<file path="src/rtl/pipeline_ctrl_pkg.sv">
// Shared types and constants for the pipeline sequencer.
// State encodings, forward-select codes, register-address width.
package pipeline_ctrl_pkg;

  localparam int DEF_REG_AW = 5;

  typedef enum logic [1:0] {
    S_IDLE   = 2'b00,
    S_RUN    = 2'b01,
    S_STEP   = 2'b10,
    S_HALTED = 2'b11
  } state_t;

  typedef enum logic [1:0] {
    FWD_REGFILE = 2'b00,
    FWD_MEM_WB  = 2'b01,
    FWD_EX_MEM  = 2'b10
  } fwd_sel_t;

  function automatic logic is_adv_state(
    input state_t s
  );
    return (s == S_RUN) || (s == S_STEP);
  endfunction

endpackage

</file>
<file path="src/rtl/pipeline_sequencer_if.sv">
// Sequencer <-> core/debug bundle.
// master = sequencer side, slave = core/debug side.
interface pipeline_sequencer_if #(
  parameter int REG_AW = 5,
  parameter int CNT_W  = 16
);

  logic              i_dbg_run;
  logic              i_dbg_step;
  logic              i_dbg_pause;
  logic              i_dbg_clear;
  logic              i_ID_EX_mem_read;
  logic [REG_AW-1:0] i_ID_EX_rd;
  logic [REG_AW-1:0] i_IF_ID_rs1;
  logic [REG_AW-1:0] i_IF_ID_rs2;
  logic              i_IF_ID_uses_rs2;
  logic              i_branch_taken;
  logic              i_WB_halt;
  logic              o_pipe_en;
  logic              o_pc_write;
  logic              o_IF_ID_write;
  logic              o_IF_ID_flush;
  logic              o_ID_EX_flush;
  logic              o_halted;
  logic [CNT_W-1:0]  o_cycle_cnt;
  logic [CNT_W-1:0]  o_stall_cnt;

  modport master (
    input  i_dbg_run, i_dbg_step,
    input  i_dbg_pause, i_dbg_clear,
    input  i_ID_EX_mem_read, i_ID_EX_rd,
    input  i_IF_ID_rs1, i_IF_ID_rs2,
    input  i_IF_ID_uses_rs2,
    input  i_branch_taken, i_WB_halt,
    output o_pipe_en, o_pc_write,
    output o_IF_ID_write, o_IF_ID_flush,
    output o_ID_EX_flush, o_halted,
    output o_cycle_cnt, o_stall_cnt
  );

  modport slave (
    output i_dbg_run, i_dbg_step,
    output i_dbg_pause, i_dbg_clear,
    output i_ID_EX_mem_read, i_ID_EX_rd,
    output i_IF_ID_rs1, i_IF_ID_rs2,
    output i_IF_ID_uses_rs2,
    output i_branch_taken, i_WB_halt,
    input  o_pipe_en, o_pc_write,
    input  o_IF_ID_write, o_IF_ID_flush,
    input  o_ID_EX_flush, o_halted,
    input  o_cycle_cnt, o_stall_cnt
  );

endinterface

</file>
<file path="src/rtl/sat_counter.sv">
// Saturating up-counter with synchronous clear.
// Clear has priority over increment; holds at all-ones.
module sat_counter #(
  parameter int W = 16
) (
  input  logic         i_clk,
  input  logic         i_reset_n,
  input  logic         i_inc,
  input  logic         i_clr,
  output logic [W-1:0] o_cnt
);

  always_ff @(posedge i_clk or negedge i_reset_n) begin
    if (!i_reset_n) begin
      o_cnt <= '0;
    end else if (i_clr) begin
      o_cnt <= '0;
    end else if (i_inc && (o_cnt != '1)) begin
      o_cnt <= o_cnt + 1'b1;
    end
  end

endmodule

</file>
<file path="src/rtl/pipeline_sequencer.sv">
// Pipeline advance sequencer: debug run/step/freeze,
// load-use stalls, branch flushes, cycle/stall counters.
module pipeline_sequencer
  import pipeline_ctrl_pkg::*;
#(
  parameter int CNT_W  = 16,
  parameter int REG_AW = DEF_REG_AW
) (
  input  logic               i_clk,
  input  logic               i_reset_n,
  pipeline_sequencer_if.master bus
);

  state_t state_q;
  state_t state_d;

  logic adv;
  logic load_use;
  logic rs1_hit;
  logic rs2_hit;
  logic adv_br;
  logic adv_lu;
  logic adv_ok;
  logic cnt_clr;

  logic pipe_en;
  logic pc_write;
  logic if_id_write;
  logic if_id_flush;
  logic id_ex_flush;

  logic [CNT_W-1:0] cycle_cnt;
  logic [CNT_W-1:0] stall_cnt;

  always_ff @(posedge i_clk or negedge i_reset_n) begin
    if (!i_reset_n) begin
      state_q <= S_IDLE;
    end else begin
      state_q <= state_d;
    end
  end

  always_comb begin
    state_d = state_q;
    unique case (state_q)
      S_IDLE: begin
        if (bus.i_dbg_clear) begin
          state_d = S_IDLE;
        end else if (bus.i_dbg_run) begin
          state_d = S_RUN;
        end else if (bus.i_dbg_step) begin
          state_d = S_STEP;
        end
      end
      S_RUN: begin
        if (bus.i_WB_halt) begin
          state_d = S_HALTED;
        end else if (bus.i_dbg_pause) begin
          state_d = S_IDLE;
        end
      end
      S_STEP: begin
        if (bus.i_WB_halt) begin
          state_d = S_HALTED;
        end else begin
          state_d = S_IDLE;
        end
      end
      S_HALTED: begin
        if (bus.i_dbg_clear) begin
          state_d = S_IDLE;
        end
      end
      default: state_d = S_IDLE;
    endcase
  end

  // A halt in WB freezes the whole pipe for that cycle.
  assign adv = is_adv_state(state_q) & ~bus.i_WB_halt;

  assign rs1_hit = (bus.i_ID_EX_rd == bus.i_IF_ID_rs1);
  assign rs2_hit = bus.i_IF_ID_uses_rs2 &
                   (bus.i_ID_EX_rd == bus.i_IF_ID_rs2);
  assign load_use = bus.i_ID_EX_mem_read &
                    (bus.i_ID_EX_rd != '0) &
                    (rs1_hit | rs2_hit);

  assign adv_br = adv & bus.i_branch_taken;
  assign adv_lu = adv & ~bus.i_branch_taken & load_use;
  assign adv_ok = adv & ~bus.i_branch_taken & ~load_use;

  always_comb begin
    pipe_en     = 1'b0;
    pc_write    = 1'b0;
    if_id_write = 1'b0;
    if_id_flush = 1'b0;
    id_ex_flush = 1'b0;
    unique case (1'b1)
      adv_br: begin
        pipe_en     = 1'b1;
        pc_write    = 1'b1;
        if_id_write = 1'b1;
        if_id_flush = 1'b1;
        id_ex_flush = 1'b1;
      end
      adv_lu: begin
        pipe_en     = 1'b1;
        id_ex_flush = 1'b1;
      end
      adv_ok: begin
        pipe_en     = 1'b1;
        pc_write    = 1'b1;
        if_id_write = 1'b1;
      end
      default: ;
    endcase
  end

  assign cnt_clr = bus.i_dbg_clear &
                   ((state_q == S_IDLE) | (state_q == S_HALTED));

  sat_counter #(.W(CNT_W)) u_cycle_cnt (
    .i_clk     (i_clk),
    .i_reset_n (i_reset_n),
    .i_inc     (adv),
    .i_clr     (cnt_clr),
    .o_cnt     (cycle_cnt)
  );

  sat_counter #(.W(CNT_W)) u_stall_cnt (
    .i_clk     (i_clk),
    .i_reset_n (i_reset_n),
    .i_inc     (adv_lu),
    .i_clr     (cnt_clr),
    .o_cnt     (stall_cnt)
  );

  assign bus.o_pipe_en     = pipe_en;
  assign bus.o_pc_write    = pc_write;
  assign bus.o_IF_ID_write = if_id_write;
  assign bus.o_IF_ID_flush = if_id_flush;
  assign bus.o_ID_EX_flush = id_ex_flush;
  assign bus.o_halted      = (state_q == S_HALTED);
  assign bus.o_cycle_cnt   = cycle_cnt;
  assign bus.o_stall_cnt   = stall_cnt;

endmodule
</file>
<file path="src/flat_wrapper.sv">
// flat-port wrapper written by rule: the top's interface ports become plain ports
module pipeline_sequencer_flat import pipeline_ctrl_pkg::*;
#(
  parameter int CNT_W  = 16,
  parameter int REG_AW = DEF_REG_AW
)
  (i_clk, i_reset_n, bus_i_dbg_run, bus_i_dbg_step, bus_i_dbg_pause, bus_i_dbg_clear, bus_i_ID_EX_mem_read, bus_i_ID_EX_rd, bus_i_IF_ID_rs1, bus_i_IF_ID_rs2, bus_i_IF_ID_uses_rs2, bus_i_branch_taken, bus_i_WB_halt, bus_o_pipe_en, bus_o_pc_write, bus_o_IF_ID_write, bus_o_IF_ID_flush, bus_o_ID_EX_flush, bus_o_halted, bus_o_cycle_cnt, bus_o_stall_cnt);
  pipeline_sequencer_if #(.REG_AW(REG_AW), .CNT_W(CNT_W)) bus_i ();
  input  logic i_clk;
  input  logic i_reset_n;
  input wire logic [$bits(bus_i.i_dbg_run)-1:0] bus_i_dbg_run;
  input wire logic [$bits(bus_i.i_dbg_step)-1:0] bus_i_dbg_step;
  input wire logic [$bits(bus_i.i_dbg_pause)-1:0] bus_i_dbg_pause;
  input wire logic [$bits(bus_i.i_dbg_clear)-1:0] bus_i_dbg_clear;
  input wire logic [$bits(bus_i.i_ID_EX_mem_read)-1:0] bus_i_ID_EX_mem_read;
  input wire logic [$bits(bus_i.i_ID_EX_rd)-1:0] bus_i_ID_EX_rd;
  input wire logic [$bits(bus_i.i_IF_ID_rs1)-1:0] bus_i_IF_ID_rs1;
  input wire logic [$bits(bus_i.i_IF_ID_rs2)-1:0] bus_i_IF_ID_rs2;
  input wire logic [$bits(bus_i.i_IF_ID_uses_rs2)-1:0] bus_i_IF_ID_uses_rs2;
  input wire logic [$bits(bus_i.i_branch_taken)-1:0] bus_i_branch_taken;
  input wire logic [$bits(bus_i.i_WB_halt)-1:0] bus_i_WB_halt;
  output wire logic [$bits(bus_i.o_pipe_en)-1:0] bus_o_pipe_en;
  output wire logic [$bits(bus_i.o_pc_write)-1:0] bus_o_pc_write;
  output wire logic [$bits(bus_i.o_IF_ID_write)-1:0] bus_o_IF_ID_write;
  output wire logic [$bits(bus_i.o_IF_ID_flush)-1:0] bus_o_IF_ID_flush;
  output wire logic [$bits(bus_i.o_ID_EX_flush)-1:0] bus_o_ID_EX_flush;
  output wire logic [$bits(bus_i.o_halted)-1:0] bus_o_halted;
  output wire logic [$bits(bus_i.o_cycle_cnt)-1:0] bus_o_cycle_cnt;
  output wire logic [$bits(bus_i.o_stall_cnt)-1:0] bus_o_stall_cnt;
  assign bus_i.i_dbg_run = bus_i_dbg_run;
  assign bus_i.i_dbg_step = bus_i_dbg_step;
  assign bus_i.i_dbg_pause = bus_i_dbg_pause;
  assign bus_i.i_dbg_clear = bus_i_dbg_clear;
  assign bus_i.i_ID_EX_mem_read = bus_i_ID_EX_mem_read;
  assign bus_i.i_ID_EX_rd = bus_i_ID_EX_rd;
  assign bus_i.i_IF_ID_rs1 = bus_i_IF_ID_rs1;
  assign bus_i.i_IF_ID_rs2 = bus_i_IF_ID_rs2;
  assign bus_i.i_IF_ID_uses_rs2 = bus_i_IF_ID_uses_rs2;
  assign bus_i.i_branch_taken = bus_i_branch_taken;
  assign bus_i.i_WB_halt = bus_i_WB_halt;
  assign bus_o_pipe_en = bus_i.o_pipe_en;
  assign bus_o_pc_write = bus_i.o_pc_write;
  assign bus_o_IF_ID_write = bus_i.o_IF_ID_write;
  assign bus_o_IF_ID_flush = bus_i.o_IF_ID_flush;
  assign bus_o_ID_EX_flush = bus_i.o_ID_EX_flush;
  assign bus_o_halted = bus_i.o_halted;
  assign bus_o_cycle_cnt = bus_i.o_cycle_cnt;
  assign bus_o_stall_cnt = bus_i.o_stall_cnt;
  pipeline_sequencer #(.CNT_W(CNT_W), .REG_AW(REG_AW)) u_core (.i_clk(i_clk), .i_reset_n(i_reset_n), .bus(bus_i));
endmodule
</file>
<file path="config.mk">
export PLATFORM = sky130hd
export DESIGN_NAME = pipeline_sequencer_flat
export DESIGN_NICKNAME = d
export VERILOG_FILES = /design/src/rtl/pipeline_ctrl_pkg.sv /design/src/rtl/pipeline_sequencer_if.sv /design/src/rtl/sat_counter.sv /design/src/rtl/pipeline_sequencer.sv /design/src/flat_wrapper.sv
export SDC_FILE = /design/constraint.sdc
export NUM_CORES = 1
export LEC_CHECK = 0
export ABC_CLOCK_PERIOD_IN_PS = 4740
export CAP_MARGIN = 30
export CORE_MARGIN = 8
export CORE_UTILIZATION = 25
export CTS_CLUSTER_DIAMETER = 30
export DETAILED_ROUTE_END_ITERATION = 10
export PLACE_DENSITY_LB_ADDON = 0.08
export SYNTH_ARGS = -nofsm -noshare
export SYNTH_HDL_FRONTEND = slang
export SYNTH_SLANG_ARGS = --single-unit
</file>
<file path="constraint.sdc">
create_clock -name i_clk -period 4.74 [get_ports i_clk]
set_input_delay 1.185 -clock i_clk [delete_from_list [all_inputs] [get_ports i_clk]]
set_output_delay 1.185 -clock i_clk [all_outputs]
set_load 0.02 [all_outputs]
</file>
Word level (Yosys, flattened, before mapping)
Cells that the tools add are included.
{ "totals": {"regBits": 34, "inputBits": 25, "elab_cells": 56} }
{ "classes": {"addsub": 2, "n_eq_ne": 10, "muxes": 16, "n_bitwise": 14, "n_reduce_logical": 11} }
{ "ops": {"columns": ["op", "n"], "rows": [
  ["16-bit 2-to-1 mux", 4],
  ["16-bit by 1-bit adder with 16-bit output (second input constant)", 2],
  ["16-bit inequality test (second input constant)", 2],
  ["2-bit 2-to-1 mux", 7],
  ["5-bit equality test", 2],
  ["1-bit bitwise AND", 9],
  ["2-bit one-hot mux with 4 select lines", 1],
  ["5-bit nonzero test", 1],
  ["2-bit equality test (second input constant)", 2],
  ["1-bit 2-to-1 mux", 4],
  ["4-bit inequality test (second input constant)", 1],
  ["2-bit nonzero test", 2],
  ["2-bit OR reduction", 2],
  ["3-bit inequality test (second input constant)", 1],
  ["1-bit NOT", 3],
  ["3-bit AND reduction", 1],
  ["3-bit OR reduction", 1],
  ["2-bit by 1-bit equality test with 1-bit output (second input constant)", 1],
  ["1-bit logical AND", 2],
  ["2-bit zero test", 1],
  ["2-bit inequality test (second input constant)", 1],
  ["1-bit bitwise OR", 2],
  ["1-bit logical OR", 1]
]} }

Depth between registers and ports, before layout
Gate-level depths: netlist of the first run.
{ "depth": {"ltp_word": 8, "mapped_depth": 8, "depth_no_buf": 7} }

By module
From an unflattened synthesis of the first run, not the netlist that was laid out.
{ "unflattened": {"cells_unflattened": 241, "area_unflattened_um2": 2255.9} }
{ "by_module_without_submodules": {"columns": ["mod", "instances", "cells_per_inst", "area_each_um2", "seq_area_each_um2"], "rows": [
  ["sat_counter", 2, 98, 942.2, 400.4],
  ["pipeline_sequencer", 1, 45, 371.6, 50.0]
]} }

Worst setup path after synthesis of the first run
No wires, ideal clock.
{ "synth_path": {"path_kind": "input to output", "start": "in bus_i_IF_ID_rs2[3]", "end": "out bus_o_pc_write", "t_arrival_ns": 2.624, "path_slack_ns": 0.931, "path_stages": 7, "n_path_buf": 2, "path_cell_list": "xor2_1 -> nor4_1 -> a32oi_2 -> buf_2 -> nor2_1 -> nor2b_1 -> buf_4"} }
{ "synth_between": {"elab_chain_cells": 8} }
{ "synth_lines": {"columns": ["element", "line_no", "source"], "rows": [
  ["from (decl)", "flat_wrapper.sv:18", "input wire logic [$bits(bus_i.i_IF_ID_rs2)-1:0] bus_i_IF_ID_rs2;"],
  ["5-bit equality test", "pipeline_sequencer.sv:83", "(bus.i_ID_EX_rd == bus.i_IF_ID_rs2);"],
  ["1-bit bitwise AND", "pipeline_sequencer.sv:82", "assign rs2_hit = bus.i_IF_ID_uses_rs2 &"],
  ["1-bit bitwise OR", "pipeline_sequencer.sv:86", "(rs1_hit | rs2_hit);"],
  ["1-bit bitwise AND", "pipeline_sequencer.sv:85", "(bus.i_ID_EX_rd != '0) &"],
  ["1-bit NOT", "pipeline_sequencer.sv:90", "assign adv_ok = adv & ~bus.i_branch_taken & ~load_use;"],
  ["1-bit bitwise AND", "pipeline_sequencer.sv:90", null],
  ["2-bit OR reduction (no line)", null, null],
  ["1-bit 2-to-1 mux", null, null],
  ["to (decl)", "flat_wrapper.sv:23", "output wire logic [$bits(bus_i.o_pc_write)-1:0] bus_o_pc_write;"]
]} }
No other way between the ends.

Worst setup path in the final report of the first run
{ "layout_path": {"start": "in bus_i_ID_EX_rd[3]", "end": "out bus_o_ID_EX_flush"} }
{ "layout_between": {"elab_chain_cells": 7} }
{ "layout_lines": {"columns": ["element", "line_no", "source"], "rows": [
  ["from (decl)", "flat_wrapper.sv:16", "input wire logic [$bits(bus_i.i_ID_EX_rd)-1:0] bus_i_ID_EX_rd;"],
  ["5-bit equality test", "pipeline_sequencer.sv:83", null],
  ["1-bit bitwise AND", "pipeline_sequencer.sv:82", null],
  ["1-bit bitwise OR", "pipeline_sequencer.sv:86", null],
  ["1-bit bitwise AND *", "pipeline_sequencer.sv:85", null],
  ["1-bit bitwise AND *", "pipeline_sequencer.sv:89", "assign adv_lu = adv & ~bus.i_branch_taken & load_use;"],
  ["2-bit OR reduction (no line) *", null, null],
  ["1-bit 2-to-1 mux *", "pipeline_sequencer.sv:98", "unique case (1'b1)"],
  ["to (decl)", "flat_wrapper.sv:26", "output wire logic [$bits(bus_i.o_ID_EX_flush)-1:0] bus_o_ID_EX_flush;"]
]} }
Every way passes the cells marked *; elsewhere a longest branch is shown, timed or not.

==> flow_summary.yaml, run 1 <==
run_status:
  run_status: "finished clean"
worst_setup_path:
  cp_slowest_stage_delay_ps: 600
  worstPathArrival_ps: 3240
  crit_slowest_cell: "clkdlybuf4s50_1"
  cpMostUsedCell: "clkdlybuf4s50_1"
  crit_chain: "clkdlybuf4s50_1 -> xor2_1 -> nor4_1 -> a32oi_2 -> nor2_1 -> o21a_1 -> clkdlybuf4s50_1"
  crit_start: "bus_i_ID_EX_rd[3]"
  r2r_cells: 7
  r2r_start: "u_core.state_q[0]"
  cp-end-kind: "output pin"
  required_ps: 3560
  worstSetupStartpointType: "input pin"
  path_class: "in2out"
  worst-path-max-fanout: 3
yosys:
  synth_nets: 266
  synth-simple-area-share_pct: 27.70
  yosys_warnings: 0
  syn_inst: 235
  synth_edf_count: 0
  synthAdderAreaFrac_pct: 3.448
  synth_xor_area_share_pct: 8.046
  yosysUniqueCellTypes: 45
  synth_seq_cells: 34
  async_flop_share_pct: 100.0
  synth_top_family_by_area: "simple AND/OR/NAND/NOR gates"
  synth_top_cell_by_area: "dfrtp_1"
  synth_top_area_share_pct: 39.08
  muxShareOfSynthArea_pct: 4.770
  syn_avg_cell_area_um2: 9.264
  synth_compound_area_share_pct: 13.62
  netlist_area_um2: 2177
  synth_seq_area_share_pct: 39.08
  ys.flop_type: "dfrtp_1"
  synth.area.top_cells: "dfrtp_1, xor2_1, nand2_1, ha_1, mux2i_1"
clock_network:
  ctsHoldBuffers: 0
  ctsHtreeMaxLevel: 2
  cts_tree: "yes"
  numClockSinks: 34
  clkLatencyLatePin_ps: 290
  post_cts_buffers: 0
  cts_buffer_depth: 2
  cts-root-buf: "clkbuf_8"
  clk_pin_slew_ps: 80
  cts_buffers: 5
  postCtsResizedCells: 0
global_routing:
  antenna_found_initial: 0
  grt_pass1_vias: 1943
  grt-ovfl-total: 0
  grt_max_degree: 35
  track_usage_pct: 10.11
  grt_pass1_wl_um: 9646
power:
  ir_drop_mv: 0.1653
  leakage_uw: 0.001205
  power_uw: 900.7
  power.density_nw_per_um2: 299.8
hold_path:
  hp-start: "u_core.u_cycle_cnt.o_cnt[6]"
  hold_class: "reg2reg"
  holdPathStages: 1
final_layout:
  nFillCells: 888
  post-route-util_pct: 34.96
  area.sequential_um2: 850.8
  multiInputGateArea_um2: 1254
  final_cell_mix: "clkdlybuf4s50_1, dfrtp_1, nand2_1"
  finalNetCount: 330
  n_antenna_cell: 0
  final_common_cell: "clkdlybuf4s50_1"
  finalInstanceArea_um2: 3004
  final_layout_size_suffix_gt1_share_pct: 7.000
  area_growth_syn_to_layout_pct: 37.99
drt:
  vias_per_cell: 4.757
  routed_wirelength_um: 5863
  drt-pass1-iter-count: 4
  wl_per_cell_um: 14.37
  drc_errors: 0
  ant_nets: 0
  drt_iter0_markers: 93
  num_vias: 1941
timing:
  setup_viol: 0
  drv_slew: 0
  max_freq_mhz: 225.9
  hold_slack_ps: 511.0
  period_minus_slack_ps: 4427
  tightest_slew_ps: 784.3
  fin_tns_setup_ps: 0
  rsz0062_at_grt: "false"
  slew_headroom_pct: 47.71
  finalCritPeriodShare_pct: 93.41
  fin_skew_ps: 12.33
  hold_viol: 0
placement:
  hpwl_um: 4410
  place_congestion: 0.7368
  portBuffers: 62
  placed_area_um2: 2909
floorplan:
  coreArea_um2: 8593
  die-area_um2: 11950
  die_w_um: 109.3
  die_h_um: 109.3
  core.rowCount: 34
  start_util_pct: 25.33
  ios: 63
run:
  max_cap_violations: 0
## worst paths after layout
path	endpoint	slack, ps
min	u_core.u_cycle_cnt.o_cnt[6]	510
min in group asynchronous	u_core.u_stall_cnt.o_cnt[11]	1320
max in group asynchronous	u_core.u_cycle_cnt.o_cnt[12]	3090
max	bus_o_ID_EX_flush	310
min reg2reg	u_core.u_cycle_cnt.o_cnt[6]	510
max reg2reg	u_core.u_stall_cnt.o_cnt[0]	2190
## cell families (layout without fill, tap and decap cells)
group,after synthesis,after routing
xor gates and xnor gates,20,20
buffers and inverters,15,80
adders and majority gates,6,6
AOI/OAI and AO/OA,38,38
and+or+nand+nor,112,112
muxes,10,10
DFF,34,34
## through the flow
step | instances | setup slack, ps
after global placement | 400 | 333.1
final | 408 | 312.6
after global routing | 408 | 208.4
after detailed placement | 400 | 300.1
after CTS | 408 | 303.1
after floorplan | 235 | 930.9
## final cells by class
cell class                      instances  share of cell area [%]
Sequential cell                        34                   28.32
Timing Repair Buffer                   65                   21.41
Inverter                                7                  0.8746
Clock buffer                            6                   2.749
Clock inverter                          2                  0.4165
Multi-Input combinational cell        186                   41.73
Tap cell                              108                   4.498
## sequential cells by signal, summed over array words and instances, names as in the netlist
| name | flops |
|---|---|
| u_core.u_cycle_cnt.o_cnt | 16 |
| u_core.u_stall_cnt.o_cnt | 16 |
| u_core.state_q | 2 |
## worst max-delay path, delay by kind of cell
family                    cells  cell delay (ps)
AOI/OAI and AO/OA             2              300
xor gates and xnor gates      1              180
buffers and inverters         2             1060
and+or+nand+nor               2              510
## where the power goes
part           total, uW  internal (uW)  switching, uW
clock network        237            117            120
registers            328            308           20.9
logic                336            139            197
total                901            563            337
## cells in the mapped netlist, types with 2 or more instances
library cell  count
dfrtp_1          34
nand2_1          22
xor2_1           18
nor2_1           16
nand3_1          14
nand4_1          10
nor3_1           10
nand2b_1          9
o21ai_0           8
a211oi_1          7
a21o_1            7
inv_1             7
mux2i_1           7
ha_1              6
and3_1            4
nor2b_1           4
or3_1             4
and4_1            3
clkbuf_1          3
mux2_2            3
nor4_1            3
o31ai_1           3
or2_2             3
and2_1            2
buf_4             2
nand3b_1          2
nor4b_1           2
o211ai_1          2
o21a_1            2
o311ai_0          2
xnor2_1           2
## metal layers
| metal | up-vias | wire length (um) | track usage [%] |
|---|---|---|---|
| li1 | 984 | - | - |
| met1 | 912 | 2619 | 12.39 |
| met2 | 41 | 2839 | 16.67 |
| met3 | 4 | 373 | 3.165 |
| met4 | 0 | 31 | 2.893 |
| met5 | - | 0 | 0 |
(Power assumes the default switching activity.)
==> run 2, diff against run 1 <==
GPL_TIMING_DRIVEN = 0   (was default)
SETUP_SLACK_MARGIN = 0.02   (was default)
SLEW_MARGIN = 40   (was default)
==> flow_summary.yaml, run 2 (synthesized netlist as in run 1, its figures left out) <==
timing:
  worst_slack_ps: 204.3
  hold_slack_ps: 521.8
  tightest_slew_ps: 537.6
  fin_skew_ps: 9.380
  setup_viol: 0
  drv_slew: 0
  rsz0062_at_grt: "false"
  period_minus_slack_ps: 4536
  slew_headroom_pct: 63.66
  finalCritPeriodShare_pct: 95.69
  hold_viol: 0
  max_freq_mhz: 220.5
drt:
  drc_errors: 0
  ant_nets: 0
  drt_iter0_markers: 65
  num_vias: 1932
  drt-pass1-iter-count: 4
  vias_per_cell: 4.667
  wl_per_cell_um: 14.43
  routed_wirelength_um: 5972
final_layout:
  top_regs: "u_core.u_cycle_cnt.o_cnt: 16 flops, u_core.u_stall_cnt.o_cnt: 16 flops, u_core.state_q: 2 flops"
  finalInstanceArea_um2: 3040
  final_cell_mix: "clkdlybuf4s50_1, dfrtp_1, nand2_1"
  finalNetCount: 336
  area_growth_syn_to_layout_pct: 39.66
  n_antenna_cell: 0
  final_common_cell: "clkdlybuf4s50_1"
  final_layout_size_suffix_gt1_share_pct: 7.843
floorplan:
  die_h_um: 109.3
  start_util_pct: 25.33
  die-area_um2: 11950
  ios: 63
  coreArea_um2: 8593
  die_w_um: 109.3
  core.rowCount: 34
placement:
  placed_area_um2: 2930
  portBuffers: 62
  dp_slack_ps: -220.0
  hpwl_um: 4589
  place_congestion: 0.7712
worst_setup_path:
  cp_num_cells: 8
  worstSetupStartpointType: "input pin"
  crit_chain: "clkdlybuf4s50_1 -> xor2_1 -> nor4_2 -> a32oi_2 -> buf_2 -> nor2_1 -> nor2b_1 -> clkdlybuf4s50_1"
  path_class: "in2out"
  cp_slowest_stage_delay_ps: 620
  worst-path-max-fanout: 10
  path_buf_inv: 3
  worstPathArrival_ps: 3350
  r2r_setup_slack_ps: 2370
  crit_slowest_cell: "clkdlybuf4s50_1"
  r2r_cells: 8
  cpMostUsedCell: "clkdlybuf4s50_1"
  required_ps: 3560
  critPathTopFamily: "buffers and inverters"
  cp-end-kind: "output pin"
hold_path:
  holdPathStages: 1
  hold_class: "reg2reg"
clock_network:
  numClockSinks: 34
  cts-root-buf: "clkbuf_8"
  cts_buffer_depth: 2
  clk_pin_slew_ps: 70
  ctsHtreeMaxLevel: 2
  cts_tree: "yes"
  clkLatencyLatePin_ps: 290
  cts_buffers: 5
power:
  leakage_uw: 0.001252
  ir_drop_mv: 0.2059
  power.density_nw_per_um2: 300.2
  power_uw: 912.7
global_routing:
  grt-ovfl-total: 0
  grt_max_degree: 35
  antenna_found_initial: 0
  grt_pass1_vias: 1958
  track_usage_pct: 10.25
  grt_pass1_wl_um: 9811
run_status:
  run_status: "finished clean"
run:
  max_cap_violations: 0
[run 2: cell count changes in the layout (fill, tap and decap cells not counted), sizes merged]
cell / change
buf: +4
clkbuf: +4
clkdlybuf4s50: -3
clkinvlp: -1
dlymetal6s2s: +2
[run 2: path summary, 6_finish.rpt]
path / start / end
worst max-delay path: bus_i_ID_EX_rd[4] / bus_o_IF_ID_write
worst min-delay path: u_core.u_cycle_cnt.o_cnt[4] / u_core.u_cycle_cnt.o_cnt[4]
worst max register to register: u_core.state_q[0] / u_core.u_stall_cnt.o_cnt[0]
worst min register to register: u_core.u_cycle_cnt.o_cnt[4] / u_core.u_cycle_cnt.o_cnt[4]
max in group asynchronous: i_reset_n / u_core.u_cycle_cnt.o_cnt[13]
min in group asynchronous: i_reset_n / u_core.u_stall_cnt.o_cnt[14]
[run 2: layer usage]
metal | routed length (um) | vias up | GRT usage, %
met5 | 0 | - | 0
met3 | 318 | 4 | 2.872
met1 | 2665 | 900 | 12.20
met2 | 2937 | 32 | 17.61
li1 | - | 996 | -
met4 | 51 | 0 | 2.893
[run 2: metrics by stage]
step	TNS [ps]	std cells	util, %
after floorplan	0	235	-
after global placement	-482.2	405	34.13
after detailed placement	-553.5	405	34.10
after CTS	0	414	35.32
after global routing	0	414	35.38
final	0	414	35.38
[run 2: layout make-up]
cell class	instances	area, um2
fill	894	5553
multi-input combinational	186	1260
sequential	34	850.8
timing repair buffer	63	630.6
tap	108	135.1
clock buffer	7	86.33
buffer	8	46.29
inverter	7	26.28
clock inverter	1	5.005
[run 2: power breakdown]
group	leakage, uW	switching (uW)	internal [uW]
Combinational	0.000732	205	152
Clock	0.0000482	110	117
Sequential	0.000472	20.5	308
Total	0.00125	336	577
[run 2: timing repair]
action	in CTS	in global routing
pin swaps	1	0
buffers inserted	1	0
hold buffers	0	0
resized for setup	1	2
setup endpoints to repair	3	2
==> run 3, diff against run 2 <==
SYNTH_HIERARCHICAL = 1   (was default)
==> flow_summary.yaml, run 3 <==
final_layout:
  instances_no_fill: 419
  final_layout_size_suffix_gt1_share_pct: 10.93
  nFillCells: 890
  multiInputGateArea_um2: 1296
  top_regs: "u_core/u_cycle_cnt/o_cnt: 16 flops, u_core/u_stall_cnt/o_cnt: 16 flops, u_core/state_q: 2 flops"
  finalNetCount: 341
  final_common_cell: "clkdlybuf4s50_1"
  n_antenna_cell: 0
  area_growth_syn_to_layout_pct: 38.21
  post-route-util_pct: 35.75
  area.sequential_um2: 850.8
  final_cell_mix: "clkdlybuf4s50_1, dfrtp_1, a21oi_1"
worst_setup_path:
  critPathTopFamily: "buffers and inverters"
  worstPathArrival_ps: 3320
  worstSetupStartpointType: "input pin"
  cp_slowest_stage_delay_ps: 530
  cp_num_cells: 7
  required_ps: 3560
  path_buf_inv: 3
  worst-path-max-fanout: 3
  cp-end-kind: "output pin"
  path_class: "in2out"
  crit_slowest_cell: "clkdlybuf4s50_1"
  cpMostUsedCell: "clkdlybuf4s50_1"
  crit_chain: "clkdlybuf4s50_1 -> xor2_1 -> nor4_2 -> a32oi_1 -> o31a_1 -> buf_4 -> clkdlybuf4s50_1"
  r2r_cells: 8
drt:
  drc_errors: 0
  routed_wirelength_um: 6415
  drt-pass1-iter-count: 4
  num_vias: 2111
  drt_iter0_markers: 87
  vias_per_cell: 5.038
  wl_per_cell_um: 15.31
  ant_nets: 0
yosys:
  synth_nets: 272
  muxShareOfSynthArea_pct: 4.992
  synth.area.top_cells: "dfrtp_1, o31ai_1, a21oi_1, mux2_1, or4_1"
  synth_common_cells: "dfrtp_1, a21oi_1, o31ai_1"
  async_flop_share_pct: 100.0
  synth_compound_area_share_pct: 16.14
  synth_seq_cells: 34
  netlist_area_um2: 2256
  synth_seq_area_share_pct: 37.71
  yosys_warnings: 6
  synth-simple-area-share_pct: 29.12
  synth_edf_count: 0
  ys.flop_type: "dfrtp_1"
  yosysUniqueCellTypes: 39
  syn_avg_cell_area_um2: 9.361
  synth_top_family_by_area: "simple AND/OR/NAND/NOR gates"
  synth_top_cell_by_area: "dfrtp_1"
  syn_inst: 241
  synth_xor_area_share_pct: 3.882
  post-synth-top-count-cell: "dfrtp_1"
  synthAdderAreaFrac_pct: 3.328
  synth_top_area_share_pct: 37.71
floorplan:
  die-area_um2: 12320
  coreArea_um2: 8721
  die_w_um: 111.0
  start_util_pct: 25.87
  core.rowCount: 34
  die_h_um: 111.0
  ios: 63
clock_network:
  clkLatencyLatePin_ps: 290
  cts_buffer_depth: 2
  post_cts_buffers: 0
  cts_buffers: 5
  clk_pin_slew_ps: 70
  ctsHtreeMaxLevel: 2
  cts-root-buf: "clkbuf_8"
  ctsHoldBuffers: 0
  numClockSinks: 34
  postCtsResizedCells: 0
  cts_tree: "yes"
timing:
  setup_viol: 0
  max_freq_mhz: 222.2
  hold_viol: 0
  drv_slew: 0
  tightest_slew_ps: 721.5
  finalCritPeriodShare_pct: 94.94
  fin_skew_ps: 6.151
  fin_tns_setup_ps: 0
  rsz0062_at_grt: "false"
  slew_headroom_pct: 51.46
  period_minus_slack_ps: 4500
global_routing:
  grt_max_degree: 35
  track_usage_pct: 10.48
  grtUsageMet3_pct: 4.004
  antenna_found_initial: 0
  met2_usage_pct: 16.06
  grt_pass1_vias: 2155
  grt_pass1_wl_um: 10710
  grtUsageMet1_pct: 12.89
  grt-ovfl-total: 0
  busiest_layer: "met2"
power:
  ir_drop_mv: 0.1754
  leakage_uw: 0.001231
  power.density_nw_per_um2: 306.0
hold_path:
  holdPathStages: 1
  hold_class: "reg2reg"
run:
  max_cap_violations: 0
run_status:
  run_status: "finished clean"
placement:
  hpwl_um: 4856
  portBuffers: 62
  place_congestion: 0.7271
  placedCellCount: 411
## run 3: path summary, 6_finish.rpt
check	startpoint	slack, ps	endpoint
max in group asynchronous	i_reset_n	3580	u_core/u_cycle_cnt/o_cnt[15]
min reg2reg	u_core/state_q[1]	560	u_core/state_q[1]
min	u_core/state_q[1]	560	u_core/state_q[1]
min in group asynchronous	i_reset_n	840	u_core/u_cycle_cnt/o_cnt[6]
max reg2reg	u_core/state_q[0]	1790	u_core/u_stall_cnt/o_cnt[3]
max	bus_i_ID_EX_rd[1]	240	bus_o_pc_write
## run 3: power breakdown
part	switching, uW	internal (uW)
Sequential	17.3	305
Combinational	223	140
Clock	113	155
Total	354	600
## run 3: final cells by class
class	instances	area share, %
clock inverters	3	1.284
multi-input cells	183	41.57
plain buffers	11	1.926
well taps	108	4.334
flip-flops and latches	34	27.29
repair buffers	62	19.82
clock buffers	5	2.207
inverters	13	1.565
## run 3: worst reg2reg max path: stages, from the launching register on
cell and delay [ps]:
dfrtp_1 400, inv_1 80, ha_1 310, nand2b_1 110, nor4_1 660, inv_1 200
clkbuf_1 280, or4_2 680, a21oi_1 160
## run 3: kinds of logic after synthesis
family | count (synthesis)
AND/OR/NAND/NOR | 101
AO/OA/AOI/OAI | 56
flip-flops | 34
buffers and inverters | 24
XOR/XNOR | 10
multiplexers | 10
adder cells (fa/ha/maj) | 6
## run 3: routing by layer
layer	part of all wire (%)	vias to the layer above	wire length, um
met5	0	-	0
met4	1.5	0	96
met2	43	52	2781
met3	6.7	7	428
met1	48	997	3108
li1	-	1055	-
## run 3: metrics by stage
step | power [uW] | setup WS (ps) | hold slack, ps | area, um2
after floorplan | 546.1 | 1218 | 507.6 | 2256
final | 954.2 | 239.8 | 557.3 | 3118
after global routing | 1029 | 135.3 | 607.8 | 3118
after global placement | 700.2 | 214.0 | 550.4 | 3012
after detailed placement | 697.1 | 241.7 | 555.6 | 3009
after CTS | 977.3 | 235.3 | 573.3 | 3118
